File: src/rtl/crypto_arbiter.sv
// Two-requester arbiter sharing one crypto unit (AES32 / SM4), one operation outstanding.
// Define CRYPTO_ARB_RR_EN for round-robin tie-breaking; otherwise requester 0 has fixed priority.
module crypto_arbiter #(
  parameter int DATA_W = 32
) (
  input  logic                   clk,
  input  logic                   rst,
  input  logic [1:0]             req_valid,
  output logic [1:0]             req_ready,
  input  logic [1:0][2:0]        req_op,
  input  logic [1:0][DATA_W-1:0] req_rs1,
  input  logic [1:0][DATA_W-1:0] req_rs2,
  input  logic [1:0][1:0]        req_bs,
  input  logic [1:0]             req_flush,
  output logic [1:0]             resp_valid,
  output logic [DATA_W-1:0]      resp_data,
  output logic                   unit_valid,
  output logic [2:0]             unit_op,
  output logic [DATA_W-1:0]      unit_rs1,
  output logic [DATA_W-1:0]      unit_rs2,
  output logic [1:0]             unit_bs,
  input  logic                   unit_busy,
  input  logic                   unit_result_valid,
  input  logic [DATA_W-1:0]      unit_result,
  output logic                   unit_flush,
  output logic [1:0]             dbg_state
);

  // op_t encoding; codes 6 and 7 are not crypto ops and bypass the unit.
  localparam logic [2:0] OP_AES32_DSI  = 3'd0;
  localparam logic [2:0] OP_AES32_DSMI = 3'd1;
  localparam logic [2:0] OP_AES32_ESI  = 3'd2;
  localparam logic [2:0] OP_AES32_ESMI = 3'd3;
  localparam logic [2:0] OP_SM4_ED     = 3'd4;
  localparam logic [2:0] OP_SM4_KS     = 3'd5;

  localparam logic [1:0] IDLE      = 2'd0;
  localparam logic [1:0] ISSUE     = 2'd1;
  localparam logic [1:0] WAIT_RESP = 2'd2;

  // Handshake: a request is transferred in a cycle where req_valid[i] and req_ready[i]
  // are both high; req_ready is one-hot or zero and only ever high in IDLE.

  logic [1:0] state_q;
  logic       owner_q;
  logic       bypass_q;
  logic       unit_valid_q;

  logic [1:0] eligible;
  logic       grant_en;
  logic       grant_id;
  logic [2:0] sel_op;
  logic       sel_is_crypto;
  logic       owner_flush;

`ifdef CRYPTO_ARB_RR_EN
  logic prio_q;
`endif

  assign eligible = req_valid & ~req_flush;
  assign grant_en = (state_q == IDLE) && !unit_busy && (eligible != 2'b00);

  always_comb begin
    grant_id = 1'b0;
`ifdef CRYPTO_ARB_RR_EN
    if (eligible == 2'b11) grant_id = prio_q;
    else                   grant_id = eligible[1];
`else
    grant_id = !eligible[0];
`endif
  end

  assign sel_op        = req_op[grant_id];
  assign sel_is_crypto = (sel_op == OP_AES32_DSI)  || (sel_op == OP_AES32_DSMI) ||
                         (sel_op == OP_AES32_ESI)  || (sel_op == OP_AES32_ESMI) ||
                         (sel_op == OP_SM4_ED)     || (sel_op == OP_SM4_KS);

  assign req_ready = (grant_en && !rst) ? (grant_id ? 2'b10 : 2'b01) : 2'b00;

  // Owner cancel acts in the same cycle, so the registered issue strobe is masked here.
  assign owner_flush = req_flush[owner_q] && (state_q != IDLE);
  assign unit_valid  = unit_valid_q && !owner_flush;
  assign dbg_state   = state_q;

  always_ff @(posedge clk or posedge rst) begin
    if (rst) begin
      state_q      <= IDLE;
      owner_q      <= 1'b0;
      bypass_q     <= 1'b0;
      unit_valid_q <= 1'b0;
      unit_op      <= '0;
      unit_rs1     <= '0;
      unit_rs2     <= '0;
      unit_bs      <= '0;
      unit_flush   <= 1'b0;
      resp_valid   <= 2'b00;
      resp_data    <= '0;
    end else begin
      resp_valid   <= 2'b00;
      unit_flush   <= 1'b0;
      unit_valid_q <= 1'b0;
      case (state_q)
        IDLE: begin
          if (grant_en) begin
            owner_q      <= grant_id;
            bypass_q     <= !sel_is_crypto;
            unit_valid_q <= sel_is_crypto;
            unit_op      <= sel_op;
            unit_rs1     <= req_rs1[grant_id];
            unit_rs2     <= req_rs2[grant_id];
            unit_bs      <= req_bs[grant_id];
            state_q      <= ISSUE;
          end
        end
        ISSUE: begin
          if (owner_flush) begin
            // A bypassed op never reached the unit, so there is nothing to abort.
            unit_flush <= !bypass_q;
            state_q    <= IDLE;
          end else if (bypass_q) begin
            resp_valid <= owner_q ? 2'b10 : 2'b01;
            resp_data  <= '0;
            state_q    <= IDLE;
          end else begin
            state_q <= WAIT_RESP;
          end
        end
        WAIT_RESP: begin
          if (owner_flush) begin
            unit_flush <= 1'b1;
            state_q    <= IDLE;
          end else if (unit_result_valid) begin
            resp_data  <= unit_result;
            resp_valid <= owner_q ? 2'b10 : 2'b01;
            state_q    <= IDLE;
          end
        end
        default: state_q <= IDLE;
      endcase
    end
  end

`ifdef CRYPTO_ARB_RR_EN
  // Pointer names the requester preferred on the next tie; moves only on a grant.
  always_ff @(posedge clk or posedge rst) begin
    if (rst)           prio_q <= 1'b0;
    else if (grant_en) prio_q <= !grant_id;
  end
`endif

  a_ready_onehot0: assert property (@(posedge clk) disable iff (rst) $onehot0(req_ready));
  a_ready_idle:    assert property (@(posedge clk) disable iff (rst)
                                    (req_ready != 2'b00) |-> (state_q == IDLE));
  a_unit_issue:    assert property (@(posedge clk) disable iff (rst)
                                    unit_valid |-> (state_q == ISSUE));

endmodule

File: config.mk
export PLATFORM = sky130hd
export DESIGN_NAME = crypto_arbiter
export DESIGN_NICKNAME = d
export VERILOG_FILES = /design/src/rtl/crypto_arbiter.sv
export SDC_FILE = /design/constraint.sdc
export NUM_CORES = 1
export LEC_CHECK = 0
export ABC_CLOCK_PERIOD_IN_PS = 4230
export BUFFER_PORTS_ARGS = -buffer_cell sky130_fd_sc_hd__buf_4
export CAP_MARGIN = 10
export CORE_AREA = 2 2 111 113
export DETAILED_ROUTE_END_ITERATION = 8
export DIE_AREA = 0 0 113 115
export PLACE_DENSITY_LB_ADDON = 0.3
export SLEW_MARGIN = 30
export SYNTH_ARGS = -nofsm -noshare
export SYNTH_HDL_FRONTEND = slang
export SYNTH_SLANG_ARGS = --single-unit
File: constraint.sdc
create_clock -name clk -period 4.23 [get_ports clk]
set_input_delay 0 -clock clk [delete_from_list [all_inputs] [get_ports clk]]
set_output_delay 0 -clock clk [all_outputs]
set_load 0.01 [all_outputs]
==> summary.md <==
| Metric | Value |
|---|---|
| Outcome | complete, but fails checks |
| Failing checks | design-rule violations |
| Syn nets | 639 |
| Commonest non-fill, non-tap cell in the layout | buf_4 |
| Post-synthesis instance area | 4870 um^2 |
| Die ar. | 13000 um^2 |
| Clk sink count | 109 |
| Critical Path Source Type | register |
| Period Utilization, post-route | 60.7% |
| Fmax | 390 MHz |
| Most frequent cells in the layout | 290 x buf_4, 168 x dlygate4sd3_1, 109 x dfrtp_1 |
| Slew at the pin closest to its max-slew limit | 0.932 ns |
| Global-route usage over all layers | 28.6% |
| Vias | 5355 |
| First-pass GRT wire length | 29.0 mm |
| Area Overhead vs Synth | 86.0% |
| Final hold vios | 0 |
| Largest stage delay, worst path | 0.41 ns |
| Crit-path cells | inv_1 > ha_1 > nor2b_1 > o21ai_4 > buf_4 > nor3_1 > buf_4 |
| CTS tree | yes |
| Vias in the first global route | 5787 |
| Top delay family on crit path | buffers and inverters |
| Root buf cell | clkbuf_16 |
| IO Pins | 287 |
| Slew headroom | 37.9% |
| Row count | 40 |
| Post-CTS sizing | 0 |
| RSZ-0062 raised after global routing | no |
| Reg clk slew, reported paths | 0.07 ns |
| H-tree levels | 3 |
| Port Buffer Count | 286 |
| Initial antenna violation count | 0 |
| Critical-path top delay cell | dfrtp_1 |
| Largest net degree at the start of global routing | 72 |
| Residual DRC | 17 |
| TritonRoute pass-1 iters | 7 |
| CP endpoint kind | output pin |
| Setup-failing EPs final | 0 |
| Clock latency on the worst-skew pair | 0.34 ns |
| Dpl hpwl | 10.7 mm |
| Vert. Die Dim | 115 um |
| Maxcap violations | 0 |
| Post-synthesis sequential area ratio | 56.0% |
| VDD IR-drop max | 0.253 mV |
| Final min period | 2.57 ns |
| # Post-CTS Setup Buffers | 0 |
| Gate Count Post-Synth | 457 |
| Internal reg-to-reg setup slack | 1.77 ns |
| Initial drt markers | 329 |
| Syn avg cell area | 10.7 um^2 |
| Final antenna-violating net count | 0 |
| Post-DR vias/cell | 5.12 |
| Antenna Cells | 0 |
| Core area | 11800 um^2 |
| Worst Skew | 0.00930 ns |
| Overflow after GRT | 0 |
| Yosys cell types | 30 |
| CP bufs+invs | 3 |
| Final wirelength | 18.8 mm |
| Slew Viols, Final | 0 |
| Worst EP arrival | 2.57 ns |
| FF+latch count, synth | 109 |
| Design Power | 4380 uW |
| Share of cells above drive strength 1 | 34.7% |
| Setup TNS | 0 ns |
| Clk buf depth | 2 |
| CP dominant cell by count | buf_4 |
| Die Width | 113 um |
| GP Congestion | 0.770 |
| Layout Nets | 1077 |
| Wirelength per Cell | 18.0 um |
| Initial Utilization | 41.3% |
| Num CTS Buffers | 9 |
| Power per Cell Area | 483 nW/um^2 |
| Worst min-delay path category | input port to register |
| Yosys warning count | 0 |
| Critical Path Fanout Max | 55 |
| Leak | 0.00477 uW |
| CP Class | register to output pin |
| Worst Path Required | 4.23 ns |
| Fillers | 693 |
[cells by family after synthesis]
logic type	share of synthesized area [%]
AOI/OAI and AO/OA	14.1
and+or+nand+nor	10.3
muxes	14.8
DFF	56.0
adders and majority gates	1.03
buffers and inverters	3.65
[through the flow]
step / util [%] / area, um^2 / hold WS, ns / cells / worst slack (ns)
6_report: 76.7 / 9060 / 0.0172 / 1045 / 1.66
5_1_grt: 76.7 / 9060 / 0.0177 / 1045 / 1.51
4_1_cts: 76.7 / 9060 / 0.000803 / 1045 / 1.59
3_5_place_dp: 60.1 / 7090 / 0.227 / 863 / 1.95
3_3_place_gp: 60.0 / 7090 / 0.226 / 863 / 1.82
2_1_floorplan: - / 4870 / 0.0544 / 457 / 1.36
[synthesized netlist by cell type]
| cell type | count | share of area, % |
|---|---|---|
| a22oi_2 | 1 | 0.26 |
| or2_4 | 1 | 0.18 |
| and2_1 | 2 | 0.26 |
| clkbuf_1 | 9 | 0.69 |
| nor2b_1 | 4 | 0.51 |
| a22o_1 | 21 | 3.8 |
| nor3_1 | 2 | 0.21 |
| a311oi_1 | 1 | 0.18 |
| dfrtp_1 | 109 | 56 |
| o21ai_1 | 17 | 1.7 |
| or2_1 | 1 | 0.13 |
| ha_1 | 4 | 1.0 |
| o21ai_0 | 53 | 5.4 |
| mux2i_1 | 70 | 14 |
| o211ai_1 | 11 | 1.7 |
| o21ai_2 | 2 | 0.36 |
| buf_4 | 1 | 0.15 |
| a21oi_1 | 3 | 0.31 |
| nand3_1 | 1 | 0.10 |
| nand2b_1 | 1 | 0.13 |
| buf_2 | 19 | 2.0 |
| nand2_1 | 106 | 8.2 |
| mux2_1 | 2 | 0.46 |
| nor2_1 | 5 | 0.39 |
| o21bai_1 | 1 | 0.15 |
| inv_1 | 5 | 0.39 |
| buf_6 | 2 | 0.46 |
| nor3b_1 | 1 | 0.15 |
| a2111o_1 | 1 | 0.23 |
| and3_1 | 1 | 0.13 |
[power by group]
| part | leakage (uW) | switching [uW] | internal (uW) | total (uW) |
|---|---|---|---|---|
| clock network | 0.000144 | 361 | 457 | 818 |
| logic | 0.00322 | 945 | 934 | 1880 |
| registers | 0.00140 | 252 | 1430 | 1680 |
| total | 0.00477 | 1560 | 2820 | 4380 |
[worst reg2reg max path, cell delays in order (launching register included)]
cell	delay, ns
dfrtp_1	0.41
inv_1	0.12
ha_1	0.29
nor2b_1	0.25
o21ai_4	0.27
a311oi_1	0.34
dlygate4sd3_1	0.60
a21oi_1	0.04
[registers in the layout, summed over array words and instances, names as in the netlist]
signal and count:
resp_valid 2, dbg_state 2, bypass_q 1, unit_rs1 32, unit_valid_q 1, resp_data 32, unit_rs2 32, unit_op 3
owner_q 1, unit_flush 1, unit_bs 2
[routing by layer]
metal,share of wire [%],track usage [%]
met1,37,31.7
met2,50,49.9
met3,6.8,6.06
met4,5.9,18.6
met5,0,0
[what timing repair did]
item,in CTS,in global routing
hold buffers,168,0
endpoints found under the hold margin,172,0
setup endpoints to repair,0,0
[area by class of cell]
cell class | count | area (um^2) | area share (%)
clock inverter | 1 | 5.00 | 0.0552
clock buffer | 13 | 280 | 3.09
sequential | 109 | 2730 | 30.1
timing repair buffer | 458 | 3860 | 42.6
tap | 147 | 184 | 2.03
multi-input combinational | 312 | 1990 | 21.9
inverter | 5 | 21.3 | 0.235
[final timing paths]
check | startpoint | endpoint | cells after the start
max in group asynchronous | rst | unit_rs2[21] | 4
worst min register to register | owner_q | resp_valid[0] | 1
worst max-delay path | dbg_state[1] | req_ready[1] | 7
worst max register to register | dbg_state[1] | bypass_q | 7
worst min-delay path | req_rs2[32] | unit_rs2[0] | 3
min in group asynchronous | rst | unit_rs1[23] | 3
Note: power is estimated with default switching activity, not from simulation.
